<file path="config.mk">
export PLATFORM = sky130hd
export DESIGN_NAME = rom_dl_router
export DESIGN_NICKNAME = d
export VERILOG_FILES = /design/src/rtl/rom_dl_router.sv
export SDC_FILE = /design/constraint.sdc
export NUM_CORES = 1
export LEC_CHECK = 0
export ABC_AREA = 1
export CORE_ASPECT_RATIO = 2
export CORE_UTILIZATION = 50
export CTS_CLUSTER_SIZE = 30
export DETAILED_ROUTE_END_ITERATION = 10
export PLACE_DENSITY = 0.68
export SLEW_MARGIN = 0
export SYNTH_ARGS = -nofsm -noshare
export SYNTH_HDL_FRONTEND = slang
export SYNTH_SLANG_ARGS = --single-unit
</file>
<file path="constraint.sdc">
create_clock -name clk_i -period 4.9 [get_ports clk_i]
set_clock_uncertainty 0.15 [all_clocks]
set_input_delay 0.735 -clock clk_i [delete_from_list [all_inputs] [get_ports clk_i]]
set_output_delay 0.735 -clock clk_i [all_outputs]
set_load 0.05 [all_outputs]
</file>
<file path="src/rtl/rom_dl_router.sv">
// ROM-download router: decodes the ioctl byte stream into N_REGIONS regions, issues
// registered per-region writes, tracks fill counts and a checksum, and gates core reset.
module rom_dl_router #(
  parameter int N_REGIONS = 8,
  parameter int AW        = 25,
  parameter int LAW       = 15,
  parameter logic [N_REGIONS*AW-1:0] REGION_END = {25'h28600, 25'h28400, 25'h28200, 25'h28000,
                                                   25'h20000, 25'h18000, 25'h10000, 25'h08000}
) (
  input  logic                 clk_i,
  input  logic                 reset_i,
  input  logic                 ioctl_download_i,
  input  logic                 ioctl_wr_i,
  input  logic [AW-1:0]        ioctl_addr_i,
  input  logic [7:0]           ioctl_dout_i,
  output logic                 dl_wr_o,
  output logic [N_REGIONS-1:0] dl_cs_o,
  output logic [LAW-1:0]       dl_addr_o,
  output logic [7:0]           dl_data_o,
  output logic                 dl_busy_o,
  output logic                 dl_done_o,
  output logic                 dl_err_o,
  output logic [7:0]           dl_sum_o,
  output logic                 core_hold_o
);

  // state | meaning
  // IDLE  | no download since reset
  // LOAD  | download window open, bytes accepted
  // CHECK | one cycle: compare fill counts against region sizes
  // DONE  | image complete and error-free, core released
  // ERR   | image incomplete or illegal, core held
  typedef enum logic [2:0] {S_IDLE, S_LOAD, S_CHECK, S_DONE, S_ERR} state_t;

  state_t state_q, state_d;

  logic [AW-1:0]        base_w [N_REGIONS];
  logic [AW-1:0]        end_w  [N_REGIONS];
  logic [AW-1:0]        size_w [N_REGIONS];
  logic [AW-1:0]        cnt_q  [N_REGIONS];
  logic [AW-1:0]        cnt_d  [N_REGIONS];
  logic [AW-1:0]        cnt_base;
  logic [N_REGIONS-1:0] sel_oh;
  logic [LAW-1:0]       local_addr;
  logic                 entry, accept, hit, dup, all_full;

  logic                 wr_q, wr_d;
  logic [N_REGIONS-1:0] cs_q, cs_d;
  logic [LAW-1:0]       addr_q, addr_d;
  logic [7:0]           data_q, data_d;
  logic [7:0]           sum_q, sum_d;
  logic                 err_q, err_d;

  for (genvar g = 0; g < N_REGIONS; g++) begin : g_region
    assign end_w[g] = REGION_END[g*AW +: AW];
    if (g == 0) begin : g_first
      assign base_w[g] = '0;
    end else begin : g_rest
      assign base_w[g] = REGION_END[(g-1)*AW +: AW];
    end
    assign size_w[g] = end_w[g] - base_w[g];
  end

  // Scan from the top so the lowest matching region wins.
  always_comb begin
    sel_oh     = '0;
    local_addr = '0;
    for (int i = N_REGIONS - 1; i >= 0; i--) begin
      if (ioctl_addr_i >= base_w[i] && ioctl_addr_i < end_w[i]) begin
        sel_oh     = '0;
        sel_oh[i]  = 1'b1;
        local_addr = LAW'(ioctl_addr_i - base_w[i]);
      end
    end
  end

  // The entry cycle clears the accumulators yet still accepts its own byte.
  always_comb begin
    entry    = ioctl_download_i && (state_q == S_IDLE || state_q == S_DONE || state_q == S_ERR);
    accept   = ioctl_wr_i && (entry || state_q == S_LOAD);
    hit      = |sel_oh;
    dup      = 1'b0;
    cnt_base = '0;
    all_full = 1'b1;
    for (int i = 0; i < N_REGIONS; i++) begin
      cnt_base = entry ? '0 : cnt_q[i];
      cnt_d[i] = cnt_base;
      if (accept && sel_oh[i]) begin
        if (cnt_base == size_w[i]) dup = 1'b1;
        else                       cnt_d[i] = cnt_base + AW'(1);
      end
      if (cnt_q[i] != size_w[i]) all_full = 1'b0;
    end
    wr_d   = accept && hit;
    cs_d   = wr_d ? sel_oh : '0;
    addr_d = wr_d ? local_addr : addr_q;
    data_d = wr_d ? ioctl_dout_i : data_q;
    sum_d  = (entry ? 8'h00 : sum_q) + (wr_d ? ioctl_dout_i : 8'h00);
    err_d  = (entry ? 1'b0 : err_q) | (accept && !hit) | dup;
  end

  always_comb begin
    state_d = state_q;
    case (state_q)
      S_IDLE, S_DONE, S_ERR: if (ioctl_download_i) state_d = S_LOAD;
      S_LOAD:                if (!ioctl_download_i) state_d = S_CHECK;
      S_CHECK:               state_d = (all_full && !err_q) ? S_DONE : S_ERR;
      default:               state_d = S_IDLE;
    endcase
  end

  always_ff @(posedge clk_i) begin
    if (reset_i) begin
      state_q <= S_IDLE;
      wr_q    <= 1'b0;
      cs_q    <= '0;
      addr_q  <= '0;
      data_q  <= '0;
      sum_q   <= '0;
      err_q   <= 1'b0;
      for (int i = 0; i < N_REGIONS; i++) cnt_q[i] <= '0;
    end else begin
      state_q <= state_d;
      wr_q    <= wr_d;
      cs_q    <= cs_d;
      addr_q  <= addr_d;
      data_q  <= data_d;
      sum_q   <= sum_d;
      err_q   <= err_d;
      for (int i = 0; i < N_REGIONS; i++) cnt_q[i] <= cnt_d[i];
    end
  end

  assign dl_wr_o     = wr_q;
  assign dl_cs_o     = cs_q;
  assign dl_addr_o   = addr_q;
  assign dl_data_o   = data_q;
  assign dl_sum_o    = sum_q;
  assign dl_err_o    = err_q;
  assign dl_busy_o   = (state_q == S_LOAD) || (state_q == S_CHECK);
  assign dl_done_o   = (state_q == S_DONE);
  assign core_hold_o = (state_q != S_DONE);

endmodule

</file>
# After elaboration in Yosys (flattened, before gate mapping)
# Memory sizes are Yosys's and may differ from the RTL's.
# Index checks and enable logic that the tools add are counted.
# word_totals
ff_bits	44
ramBits	200
in_bits	37
output_inout_bits	44
n_memories	1
# memory_table
name	words	word_bits	read_ports	rd_ports_with_merged_regs	write_ports	line_no	rtl
cnt_q	8	25	8	0	8	40	logic [AW-1:0] cnt_q [N_REGIONS];
# classes
n_addsub	16
magnitude_cmp	16
n_eq_ne	23
muxes	82
bitwise_logic	11
reduce_logical	32
# op_table
operator	count
25-bit 2-to-1 mux	32
25-bit by 1-bit adder with 25-bit output (second input constant)	8
25-bit by 16-bit == test with 1-bit output (second input constant)	5
25-bit by 18-bit less-than comparator with 1-bit output (second input constant)	5
25-bit by 16-bit != test with 1-bit output (second input constant)	5
15-bit 2-to-1 mux	8
25-bit by 18-bit greater-or-equal comparator with 1-bit output (second input constant)	4
8-bit 2-to-1 mux	10
25-bit by 10-bit == test with 1-bit output (second input constant)	3
25-bit by 10-bit != test with 1-bit output (second input constant)	3
15-bit by 1-bit subtractor with 15-bit output (second input constant)	5
25-bit by 17-bit greater-or-equal comparator with 1-bit output (second input constant)	2
25-bit by 17-bit less-than comparator with 1-bit output (second input constant)	2
1-bit 2-to-1 mux	28
25-bit by 1-bit greater-or-equal comparator with 1-bit output (second input constant)	1
25-bit by 16-bit greater-or-equal comparator with 1-bit output (second input constant)	1
25-bit by 16-bit less-than comparator with 1-bit output (second input constant)	1
1-bit logical AND	21
15-bit by 10-bit subtractor with 15-bit output (second input constant)	1
15-bit by 11-bit subtractor with 15-bit output (second input constant)	1
1-bit OR	10
3-bit 2-to-1 mux	3
3-bit case mux with 3 select lines	1
8-bit adder	1
13 further kinds	19

# Longest topological paths before layout
# Gate-level depths: netlist of the first run.
# depth
depth_word	27
depth_mapped	26
depth_no_buf	25

# Worst setup path after synthesis of the first run
# No wires, ideal clock.
# synth_path
path_kind	input port to flip-flop
startpoint	in ioctl_addr_i[19]
endpoint	reg sum_q[6], in the netlist dl_sum_o[6]
setup_time_ns	0.070
arrival_time_ns	3.419
t_required_ns	4.680
slack_ns	1.261
path_stages	24
n_path_buf	1
path_cell_list	nor2_1 nand2_1 nor2_1 nand3_1 nand2_2 nand2_1 nand2_1 nand3_1 nand2_1 inv_2 buf_2 nand2_1 inv_1 ha_1 fa_1 nand2_1 inv_1 o21ai_0 nand2_1 nand2_1 nand2_1 a21oi_1 o21ai_0 a21oi_1
# synth_between
elab_chain_len	14
elab_cells_between_ends	36
# synth_rtl
element	line_no	rtl
from (decl)	14	input logic [AW-1:0] ioctl_addr_i,
25-bit by 18-bit greater-or-equal comparator with 1-bit output / 25-bit by 18-bit less-than comparator with 1-bit output (equally long branches)	69	if (ioctl_addr_i >= base_w[i] && ioctl_addr_i < end_w[i]) begin
1-bit logical AND	69	
8-bit 2-to-1 mux (7 in series)	69	
8-bit 2-to-1 mux (*)	69	
8-bit OR reduction (*)	81	hit = |sel_oh;
1-bit logical AND (*)	94	wr_d = accept && hit;
8-bit 2-to-1 mux (*)	98	sum_d = (entry ? 8'h00 : sum_q) + (wr_d ? ioctl_dout_i : 8'h00);
8-bit adder (*)	98	
to (signal assigned)	128	sum_q <= sum_d;
to (decl)	51	logic [7:0] sum_q, sum_d;
# Mark *: on every way between the ends. The rest lies on a longest branch, timed or not.
# A chain may end at the register's enable or synchronous reset.

# Worst setup path in the final report of the first run
# layout_path
startpoint	in ioctl_addr_i[12]
endpoint	reg sum_q[6], in the netlist dl_sum_o[6]
# Same word-level chain as after synthesis.

==> results of run 1 <==
## flip-flops by register name, indices dropped and copies added (netlist names)
register,count
cnt_q,200
dl_data_o,8
dl_sum_o,8
dl_addr_o,15
state_q,3
dl_cs_o,8
dl_wr_o,1
dl_err_o,1
## routing by layer
| layer | track usage | vias up | wire, µm |
|---|---|---|---|
| met1 | 0.301 | 8514 | 19500 |
| li1 | - | 9356 | - |
| met5 | 0 | - | 0 |
| met3 | 0.0367 | 216 | 2570 |
| met2 | 0.644 | 583 | 30600 |
| met4 | 0.208 | 0 | 3810 |
## logic make-up (layout without fill, tap and decap cells)
family,Yosys count,after routing,share of synthesized area
AO/OA/AOI/OAI,285,285,0.0873
XOR/XNOR,55,55,0.0283
AND/OR/NAND/NOR,1884,1884,0.469
flip-flops,244,244,0.287
adder cells (fa/ha/maj),30,30,0.0225
buffers and inverters,431,491,0.106
## per-stage QoR
stage	utilization	cell area (µm²)
finish	0.565	18900
global route	0.565	18900
CTS	0.565	18900
detailed placement	0.538	18000
global placement	0.538	18000
floorplan	-	17000
## area by class of cell
type / count / area (µm²)
inverters: 342 / 1280
repair buffers: 101 / 968
flip-flops and latches: 244 / 4880
multi-input cells: 2254 / 10300
well taps: 436 / 546
clock inverters: 14 / 161
fillers: 3514 / 14600
clock buffers: 34 / 732
## worst min-delay path by stage
stage	startpoint	to	slack [ns]	cells after the start
floorplan	state_q[2]$_SDFFE_PP0P_	state_q[2]$_SDFFE_PP0P_	0.31	2
global placement	dl_data_o[7]$_SDFFE_PP0N_	dl_data_o[7]$_SDFFE_PP0N_	0.30	2
detailed placement	dl_data_o[5]$_SDFFE_PP0N_	dl_data_o[5]$_SDFFE_PP0N_	0.31	2
CTS	dl_data_o[5]$_SDFFE_PP0N_	dl_data_o[5]$_SDFFE_PP0N_	0.32	2
global route	dl_data_o[2]$_SDFFE_PP0N_	dl_data_o[2]$_SDFFE_PP0N_	0.34	2
finish	dl_data_o[3]$_SDFFE_PP0N_	dl_data_o[3]$_SDFFE_PP0N_	0.32	2
## placed cells by master, fill, tap and decap left out, drive strengths merged
cell	instances
and3	3
buf	22
a22oi	3
clkdlybuf4s50	79
fa	1
a21boi	1
o21a	6
nand3	296
nand3b	31
nor2	596
nor4	4
clkinvlp	2
a2bb2oi	1
nor3b	8
ha	29
a211oi	5
clkbuf	34
nand2	831
or2	5
dfxtp	244
o21ai	85
and2	3
o31ai	2
a21oi	180
xnor2	10
nor3	57
inv	341
o22ai	2
bufinv	3
clkinv	10
xor2	45
nand4	50
## critical path: stages
cell and delay, ns:
clkdlybuf4s50_1 0.51, nor2_1 0.37, nand2_1 0.09, nand2_1 0.08, nand3_1 0.07, nand2_2 0.18
nand2_1 0.08, nand2_1 0.17, nand3_1 0.14, nand2_1 0.13, inv_2 0.09, nand2_1 0.09
inv_1 0.04, ha_1 0.19, fa_1 0.39, nand2_1 0.08, inv_1 0.04, o21ai_0 0.16
nand2_1 0.11, nand2_1 0.07, nand2_1 0.06, a21oi_1 0.16, o21ai_0 0.11, a21oi_1 0.14
## power by group
part           internal (mW)  switching (mW)  total, mW
clock network           1.22           0.911       2.13
logic                 0.0967           0.297      0.393
registers               1.99         0.00568       1.99
total                   3.30            1.21       4.51
==> impl_metrics.json, run 1 <==
{
  "status": "completed",
  "cts-root-buf": "clkbuf_16",
  "leakagePower_nw": 7.77,
  "drc": 0,
  "cts_setup_buffers": 0,
  "wl_per_cell_um": 16.5,
  "ir_worst_vdd_mv": 0.286,
  "portBuffers": 80,
  "dr.pass1.iters": 6,
  "finalPower_mw": 4.51,
  "slew_headroom": 0.393,
  "fin_crit_sh": 0.810,
  "final.setup.tns_ns": 0,
  "cts-buffers-inserted": 26,
  "fmax_mhz": 252,
  "worstPathRequired_ns": 5.24,
  "wl_mm": 56.5,
  "first_global_vias": 18300,
  "startpoint_type": "input port",
  "ctsResizeCount": 0,
  "dp_cells": 3377,
  "ant_nets": 0,
  "antenna_found_initial": 0,
  "postSynthCellCount": 2929,
  "syn_area_mm2": 0.0170,
  "tritoncts": "built",
  "place_ws_ns": 0.354,
  "cp_max_fo": 10,
  "insertion_delay_ns": 0.56,
  "cts.clk_slew.worst_paths_ns": 0.06,
  "place_congestion": 0.993,
  "ff2ff_path_depth": 14,
  "hold_path.class": "reg2reg",
  "numClockSinks": 244,
  "cp_data_arrival_time_ns": 4.31,
  "first_iter_violations": 1296,
  "fin_ws_ns": 0.929,
  "grt_max_degree": 74,
  "num_vias": 18700,
  "maxCapViolations": 0,
  "synth.top_cell.area_share": 0.287,
  "die_width_um": 132,
  "viasPerCell": 5.45,
  "postSynth.topFlopCell": "dfxtp_1",
  "grt_pass1_wl_mm": 90.0,
  "p_per_area_mw_per_mm2": 238,
  "r2r-end": "cnt_q[0][74]$_SDFF_PP0_",
  "crit_end": "dl_sum_o[6]$_SDFF_PP0_",
  "hold_buffers": 0,
  "ys_seq_area_frac": 0.287,
  "avgSynthCellArea_um2": 5.81,
  "num_rows": 95,
  "io_pins": 81,
  "synth_area_leaders": "dfxtp_1 29%, nand2_1 18%, nor2_1 13%, nand3_1 8.6%, inv_1 7.3%",
  "rsz0062_at_grt": "no",
  "dieArea_mm2": 0.0348,
  "dp_hpwl_mm": 42.8,
  "diodes": 0,
  "nets": 3036,
  "start_util": 0.508,
  "drive_gt1_frac": 0.0438,
  "path_class": "in2reg",
  "stdcell_count": 3425,
  "finalCriticalPeriod_ns": 3.97,
  "grt_usage": 0.323,
  "clk_path_buf_depth": 3,
  "async_flop_share": 0,
  "final_hold_viol_count": 0,
  "synth_edf_count": 0,
  "worstMarginPinSlew_ns": 0.909,
  "h-tree-depth": 1,
  "core_mm2": 0.0335,
  "synth_commonest_cells": "818 x nand2_1, 574 x nor2_1, 329 x inv_1, 294 x nand3_1, 244 x dfxtp_1",
  "yosys_warnings": 0,
  "synth_cell_type_count": 46,
  "maxSlewViolCount": 0,
  "synthesis.nets": 2996,
  "area_growth_pct": 11.2,
  "r2r_start": "state_q[0]$_SDFFE_PP0P_",
  "setup_viol": 0,
  "whs_ns": 0.321,
  "die_h_um": 263,
  "end_kind": "flop",
  "cp-startpoint": "ioctl_addr_i[12]",
  "synth_seq_cells": 244,
  "yosys.cell_count.top_type": "nand2_1",
  "grt_overflow_total": 0,
  "synth_largest_area_cell": "dfxtp_1",
  "rrSetupSlack_ns": 1.54
}
No activity file was read; power rests on OpenSTA's default activity.
==> run 2, diff against run 1 <==
==> constraint.sdc (replaced) <==
create_clock -name clk_i -period 4 [get_ports clk_i]
set_clock_uncertainty 0.15 [all_clocks]
set_input_delay 0.6 -clock clk_i [delete_from_list [all_inputs] [get_ports clk_i]]
set_output_delay 0.6 -clock clk_i [all_outputs]
set_load 0.05 [all_outputs]
==> run 2 against run 1 <==
  * Sequential power increased by 23%
  * Via count increased by 0.73%
  * Critical path depth unchanged
  * Hold slack got worse by 0.0026 ns
  * Sequential share of layout area decreased by 0.41 points
  * Setup slack got worse by 0.42 ns
  * Critical endpoint unchanged
  * Largest cell class unchanged
  * Largest power group unchanged
  * Highest routed layer unchanged
==> impl_metrics.json, run 2 (synthesized netlist as in run 1, its figures left out) <==
{
  "tritoncts": "built",
  "final.setup.tns_ns": 0,
  "stdcell_count": 3462,
  "seqPwrFrac": 0.453,
  "numClockSinks": 244,
  "die_h_um": 263,
  "num_rows": 95,
  "dp_hpwl_mm": 41.6,
  "num_vias": 18800,
  "grt_pass1_wl_mm": 90.1,
  "grt_usage": 0.320,
  "power_frac_comb": 0.093,
  "largest_reg_flops": 200,
  "cts-buffers-inserted": 26,
  "place_ws_ns": -0.0649,
  "hold_path.class": "reg2reg",
  "ir_worst_vdd_mv": 0.307,
  "finalCoreUtilization": 0.574,
  "p_sw_frac": 0.265,
  "rsz0062_at_grt": "no",
  "cts_setup_buffers": 0,
  "r2r_start": "state_q[0]$_SDFFE_PP0P_",
  "insertion_delay_ns": 0.57,
  "wl_per_cell_um": 16.0,
  "crit_end": "dl_sum_o[6]$_SDFF_PP0_",
  "max_stage_delay_ns": 0.40,
  "crit_cells": 24,
  "drc": 0,
  "grt_overflow_total": 0,
  "fin_ws_ns": 0.505,
  "fin_area_mm2": 0.0192,
  "start_util": 0.508,
  "ant_nets": 0,
  "status": "completed",
  "worstMarginPinSlew_ns": 0.840,
  "fmax_mhz": 286,
  "rrSetupSlack_ns": 0.96,
  "h-tree-depth": 1,
  "r2r-end": "cnt_q[0][45]$_SDFF_PP0_",
  "p_per_area_mw_per_mm2": 280,
  "nets": 3076,
  "cp_cell_sequence": "clkdlybuf4s50_1, nor2_1, nand2_1, nor2_1, nand3_1, nand2_1, nand2_1, nand2_1, nand3_1, nand2_1, inv_2, nand2_1, inv_1, ha_1, fa_1, nand2_1, inv_1, o21ai_0, nand2_1, nand2_1, nand2_1, a21oi_1, o21ai_0, a21oi_1",
  "leakagePower_nw": 7.96,
  "first_global_vias": 18500,
  "path_class": "in2reg",
  "fin_crit_sh": 0.874,
  "slew_headroom": 0.440,
  "finalCriticalPeriod_ns": 3.49,
  "cts.clk_slew.worst_paths_ns": 0.06,
  "wl_mm": 55.6,
  "final_hold_viol_count": 0,
  "viasPerCell": 5.43,
  "ctsResizeCount": 0,
  "worstPathRequired_ns": 4.33,
  "first_iter_violations": 1062,
  "crit_top_cell": "nand2_1",
  "slowest_stage": "clkdlybuf4s50_1",
  "cts-root-buf": "clkbuf_16",
  "ff2ff_path_depth": 20,
  "die_width_um": 132,
  "grt_max_degree": 151,
  "regMostFlops": "cnt_q",
  "dieArea_mm2": 0.0348,
  "layout_commonest_cell": "nand2_1",
  "setup_viol": 0,
  "place_congestion": 0.971,
  "io_pins": 81,
  "clk_path_buf_depth": 3,
  "antenna_found_initial": 0,
  "hold_buffers": 0,
  "dp_cells": 3417,
  "cp_data_arrival_time_ns": 3.82,
  "critical-path-top-delay-family": "simple AND/OR/NAND/NOR gates",
  "maxCapViolations": 0,
  "portBuffers": 80,
  "core_mm2": 0.0335,
  "diodes": 0,
  "fill_cells": 3520,
  "startpoint_type": "input port",
  "cp-startpoint": "ioctl_addr_i[19]",
  "dr.pass1.iters": 9,
  "drive_gt1_frac": 0.0539,
  "end_kind": "flop",
  "power.internal_mw": 3.97,
  "maxSlewViolCount": 0,
  "final_cell_mix": "818 x nand2_1, 574 x nor2_1, 328 x inv_1",
  "placed_area_mm2": 0.0184,
  "p_switching_mw": 1.43,
  "area_growth_pct": 13.0,
  "clkPwrFrac": 0.455,
  "critPathBufInv": 4,
  "cp_max_fo": 5
}
## run 2: worst min-delay path by stage
stage / startpoint / end / slack, ns / cells past startpoint
4_1_cts: dl_data_o[5]$_SDFFE_PP0N_ / dl_data_o[5]$_SDFFE_PP0N_ / 0.32 / 2
2_1_floorplan: state_q[2]$_SDFFE_PP0P_ / state_q[2]$_SDFFE_PP0P_ / 0.31 / 2
6_report: dl_data_o[0]$_SDFFE_PP0N_ / dl_data_o[0]$_SDFFE_PP0N_ / 0.32 / 2
5_1_grt: dl_data_o[4]$_SDFFE_PP0N_ / dl_data_o[4]$_SDFFE_PP0N_ / 0.34 / 2
3_5_place_dp: dl_data_o[3]$_SDFFE_PP0N_ / dl_data_o[3]$_SDFFE_PP0N_ / 0.31 / 2
3_3_place_gp: dl_addr_o[13]$_SDFFE_PP0N_ / dl_addr_o[13]$_SDFFE_PP0N_ / 0.30 / 2
## run 2: layer usage
layer / up-vias / global-route usage / part of all wire
met5: - / 0 / 0
met4: 0 / 0.213 / 0.067
met3: 214 / 0.0426 / 0.048
met2: 615 / 0.620 / 0.53
met1: 8526 / 0.308 / 0.35
li1: 9451 / - / -
## run 2: final cells by class
cell class	count	area [µm²]	share of cell area
inverters	342	1280	0.0668
repair buffers	141	1340	0.0699
multi-input cells	2254	10300	0.538
well taps	436	546	0.0284
clock buffers	41	778	0.0405
flip-flops and latches	244	4880	0.254
clock inverters	4	45.0	0.00234
## run 2: power groups by stage
stage                     registers (mW)  logic [mW]  clock network, mW
final                               2.44       0.499               2.45
after CTS                           2.44       0.495               2.51
after global placement              2.50       0.492                  0
after floorplan                     2.51       0.347                  0
after detailed placement            2.50       0.495                  0
after global routing                2.44       0.539               2.59
## run 2: per-stage QoR
stage,power [mW],hold slack (ns)
2_1_floorplan,2.85,0.307
3_3_place_gp,2.99,0.302
3_5_place_dp,2.99,0.311
4_1_cts,5.44,0.323
5_1_grt,5.57,0.337
6_report,5.39,0.318
## run 2: tightest hold or removal path: stages (launching register included)
cell	delay [ns]
dfxtp_1	0.31
nand2_1	0.06
a21oi_1	0.06
==> RTL change 1: new RTL, settings of run 1 <==
Register the outputs `dl_busy_o`, `dl_done_o` and `core_hold_o`, cleared by the reset; this adds one clock of latency there. The other outputs are not delayed to match.
--- a/src/rtl/rom_dl_router.sv
+++ b/src/rtl/rom_dl_router.sv
@@ -137,9 +137,17 @@
   assign dl_data_o   = data_q;
   assign dl_sum_o    = sum_q;
   assign dl_err_o    = err_q;
-  assign dl_busy_o   = (state_q == S_LOAD) || (state_q == S_CHECK);
-  assign dl_done_o   = (state_q == S_DONE);
-  assign core_hold_o = (state_q != S_DONE);
+  always_ff @(posedge clk_i) begin
+    if (reset_i) begin
+      dl_busy_o   <= '0;
+      dl_done_o   <= '0;
+      core_hold_o <= '0;
+    end else begin
+      dl_busy_o   <= (state_q == S_LOAD) || (state_q == S_CHECK);
+      dl_done_o   <= (state_q == S_DONE);
+      core_hold_o <= (state_q != S_DONE);
+    end
+  end
 
 endmodule
 
Function: changed (Yosys sat finds a counterexample within 4 cycles, from zero or initial values and one cycle with reset_i high).
==> RTL change 1 against run 1 <==
  * Count of clock-buffer cells in the layout up 1
  * Maximum frequency up 3.8%
  * Via count up 4.0%
  * Highest routed layer unchanged
  * Sequential cell count up 3
  * Critical endpoint unchanged
  * Total power down 0.67%
  * Sequential share of layout area down 0.45 points
  * Synthesized area up 3.8%
  * Synthesized cell count up 4.1%
  * Routed wire length up 6.3%
  * Cell area up 3.0%
  * Setup slack better by 0.15 ns
  * Largest cell class unchanged
==> RTL change 1: results (changes against run 1) <==
* Critical path origin: ioctl_addr_i[9] (was ioctl_addr_i[12])
* Post-synthesis sequential area ratio at 0.280 (was 0.287)
* Slowest Stage Delay on Critical Path at 0.57 ns (was 0.51 ns)
* Arr. time, crit path at 4.15 ns (was 4.31 ns)
* Vias in the first global route at 18,855 (was 18,258)
* Router iterations before antenna repair at 6 (unchanged)
* Largest net degree at the start of global routing at 137 (was 74)
* First-pass GRT wire length at 94,900 um (was 90,000 um)
* DR WL/cell at 17.0 um (was 16.5 um)
* Clock Power at 2.01 mW (was 2.13 mW)
* Finished Layout Cells at 3,543 (was 3,425)
* Sequential power at between 2 and 2.5 mW
* Top cell type's share of synthesized area at 0.280 (was 0.287)
* Leakage at 8.23 nW (was 7.77 nW)
* Worst R2R Start: state_q[2] (was state_q[0])
* Layout cell share with drive strength beyond 1 at 0.0446 (was 0.0438)
* Status: complete, no violations (unchanged)
* PnR worst setup slack at 1.07 ns (was 0.929 ns)
* Vias per cell at 5.48 (was 5.45)
* Synth Area per Inst at 5.80 um2 (was 5.81 um2)
* Initial antenna violation count at 2 (was 0)
* Least-Margin Pin Slew at 1.07 ns (was 0.909 ns)
* Reg with most FFs: cnt_q (unchanged)
* PD cells at 230 mW/mm2 (was 238 mW/mm2)
* Gp weighted congestion at 0.991 (was 0.993)
* GRT Total Usage at 0.335 (was 0.323)
* Placed cell areas at 0.0187 mm2 (was 0.0180 mm2)
* P_int at 3.25 mW (was 3.30 mW)
* Maximum vdd drop at 0.258 mV (was 0.286 mV)
* R2R setup slack at 1.35 ns (was 1.54 ns)
* Worst Reg2Reg Path Length in Cells at 17 (was 14)
* Pre-CTS setup slack at 0.540 ns (was 0.354 ns)
* RR Endpoint: cnt_q[0][49] (was cnt_q[0][74])
* Largest cells by area after synthesis: dfxtp_1 28%, nand2_1 18%, nor2_1 12% (was dfxtp_1 29%, nand2_1 18%, nor2_1 13%)
* Post-synth top cells: 860 x nand2_1, 587 x nor2_1, 327 x inv_1 (was 818 x nand2_1, 574 x nor2_1, 329 x inv_1)
* Final HPWL DP at 45,200 um (was 42,800 um)
* Syn Nets at 3,116 (was 2,996)
* Critical path peak fanout at 9 (was 10)
* TritonCTS buffer count at 25 (was 26)
* Hold Slack at 0.320 ns (was 0.321 ns)
* DRT iter0 DRCs at 1,305 (was 1,296)
RTL change 1: area by class of cell:
| class | count | area [um2] |
|---|---|---|
| Antenna cell | 2 | 5.00 |
| Tap cell | 445 | 557 |
| Fill cell | 3666 | 15500 |
| Sequential cell | 247 | 4940 |
| Clock inverter | 8 | 93.8 |
| Clock buffer | 35 | 723 |
| Timing Repair Buffer | 102 | 980 |
| Inverter | 352 | 1320 |
| Multi-Input combinational cell | 2352 | 10900 |
RTL change 1: per-layer routing:
metal	GRT usage	share of wire	vias up	wire length, um
li1	-	-	9701	-
met5	0	0	-	0
met4	0.254	0.080	0	4830
met1	0.318	0.34	8838	20600
met2	0.648	0.53	647	32100
met3	0.0343	0.043	238	2570
RTL change 1: cells by family after synthesis:
logic type      Yosys count  synth area share
compound gates          307            0.0898
xor+xnor                 74            0.0367
fa+ha+maj                30            0.0217
buf+inv                 450             0.106
flops                   247             0.280
simple gates           1941             0.466
==> RTL change 2: new RTL, config.mk and constraints of run 1 <==
Without the edit above. Change the parameter `LAW` from 15 to 30.
--- a/src/rtl/rom_dl_router.sv
+++ b/src/rtl/rom_dl_router.sv
@@ -3,7 +3,7 @@
 module rom_dl_router #(
   parameter int N_REGIONS = 8,
   parameter int AW        = 25,
-  parameter int LAW       = 15,
+  parameter int LAW       = 30,
   parameter logic [N_REGIONS*AW-1:0] REGION_END = {25'h28600, 25'h28400, 25'h28200, 25'h28000,
                                                    25'h20000, 25'h18000, 25'h10000, 25'h08000}
 ) (
Ports: changed (resized dl_addr_o); port bits go from 81 to 96. The function was not compared with the original's and may differ.
==> RTL change 2 against run 1 <==
  * The run now ends with design-rule violations left
  * Cell area is 11% higher
  * Sequential share of layout area down 1.4 points
  * Register-to-register slack worse by 0.09 ns
  * Via count increased by 8.7%
  * Largest cell class unchanged
  * Sequential cell count is 11 higher
  * Total power is 7.4% higher
  * Largest power group unchanged
  * Synthesized area grew 9.9%
  * Routed wire length rose by 19%
  * Combinational power increased by 22%
  * Core utilization rose by 0.63 points
  * Maximum frequency fell by 6.2%
  * Setup slack got worse by 0.26 ns
==> RTL change 2: results (changes against run 1) <==
* Sequential power at 2.08 mW (was 1.99 mW)
* Filler cell count at 3,794 (was 3,514)
* PortBufs at 95 (was 80)
* Vias in the first global route at 20,432 (was 18,258)
* Distinct cells, synth at 59 (was 46)
* DRT iter0 DRCs at 1,079 (was 1,296)
* Post-Route WL at 67,200 um (was 56,500 um)
* Largest net degree at the start of global routing at 79 (was 74)
* Syn Inst Count at 3,051 (was 2,929)
* Maximum vdd drop at 0.322 mV (was 0.286 mV)
* TritonCTS buffer count at 27 (was 26)
* Status: finished, violations left (was complete, no violations)
* GRT met1 Usage at 0.299 (was 0.301)
* Clock latency on the worst-skew pair at approximately 0.57 ns
* Hold Startpoint: dl_addr_o[20] (was dl_data_o[3])
* DRC at 2 (was 0)
* Gp weighted congestion at 0.986 (was 0.993)
* Slowest Stage Delay on Critical Path at 0.57 ns (was 0.51 ns)
* DR WL met3 at 2810 um (was 2570 um)
* Violated checks: design-rule violations
* Pre-CTS setup slack at 0.127 ns (was 0.354 ns)
* Placed Instances at 3,554 (was 3,377)
* Sw Pwr at 1.33 mW (was 1.21 mW)
* Non-clock inverters at 396 (was 342)
* Post-synthesis sequential area ratio at 0.273 (was 0.287)
* Vias per cell at 5.63 (was 5.45)
* Clock-cell share at 0.0464 (was 0.0472)
* Leakage at 8.67 nW (was 7.77 nW)
* Layout cell share with drive strength beyond 1 at 0.0971 (was 0.0438)
* Crit-path slowest cell: clkdlybuf4s50_1 (unchanged)
* P_int at 3.51 mW (was 3.30 mW)
* Final HPWL DP at 52,800 um (was 42,800 um)
* DR WL/cell at 18.6 um (was 16.5 um)
* Placed cell areas at 0.0200 mm2 (was 0.0180 mm2)
* Nets at 3,207 (was 3,036)
* Reg with most FFs: cnt_q (unchanged)
* Sequential share of cell area at 0.244 (was 0.258)
* Design Area, Final at 0.0209 mm2 (was 0.0189 mm2)
* First-pass GRT wire length at 104,000 um (was 90,000 um)
* # clk buffers at 32 (was 34)
* Post-synth top cells: 786 x nand2_1, 448 x nor2_1, 352 x inv_1 (was 818 x nand2_1, 574 x nor2_1, 329 x inv_1)
* Critical path origin: ioctl_addr_i[11] (was ioctl_addr_i[12])
* #MultiIn Comb at 2,313 (was 2,254)
* Signal buf overhead at 0.0600 (was 0.0512)
* GRT Total Usage at 0.349 (was 0.323)
* Area of the multi-input gates at 0.0115 mm2 (was 0.0103 mm2)
[RTL change 2: changes by cell type after synthesis, moves of 17 or more]
cell / delta
nor2_1: -126
nand3_1: -81
nand4_1: +47
nand2_2: +36
nor4_1: +34
nand2_1: -32
nor3_1: +27
inv_2: +25
inv_1: +23
o21ai_1: +20
xor2_1: +19
a21oi_1: +18
nor3_2: +17
[RTL change 2: kinds of logic (layout without fill, tap and decap cells)]
kind of cell	Yosys count	in the layout	share of synthesized area
DFF	255	255	0.273
adders and majority gates	41	41	0.0278
and+or+nand+nor	1846	1846	0.452
xor gates and xnor gates	77	77	0.0361
AOI/OAI and AO/OA	349	349	0.101
buffers and inverters	483	582	0.110
[RTL change 2: final timing paths]
kind                         to  slack, ns  depth (start not counted)
setup / recovery    dl_sum_o[6]       0.67                         25
hold / removal    dl_addr_o[20]       0.30                          2
setup reg to reg   cnt_q[1][83]       1.45                         18
hold reg to reg   dl_addr_o[20]       0.30                          2
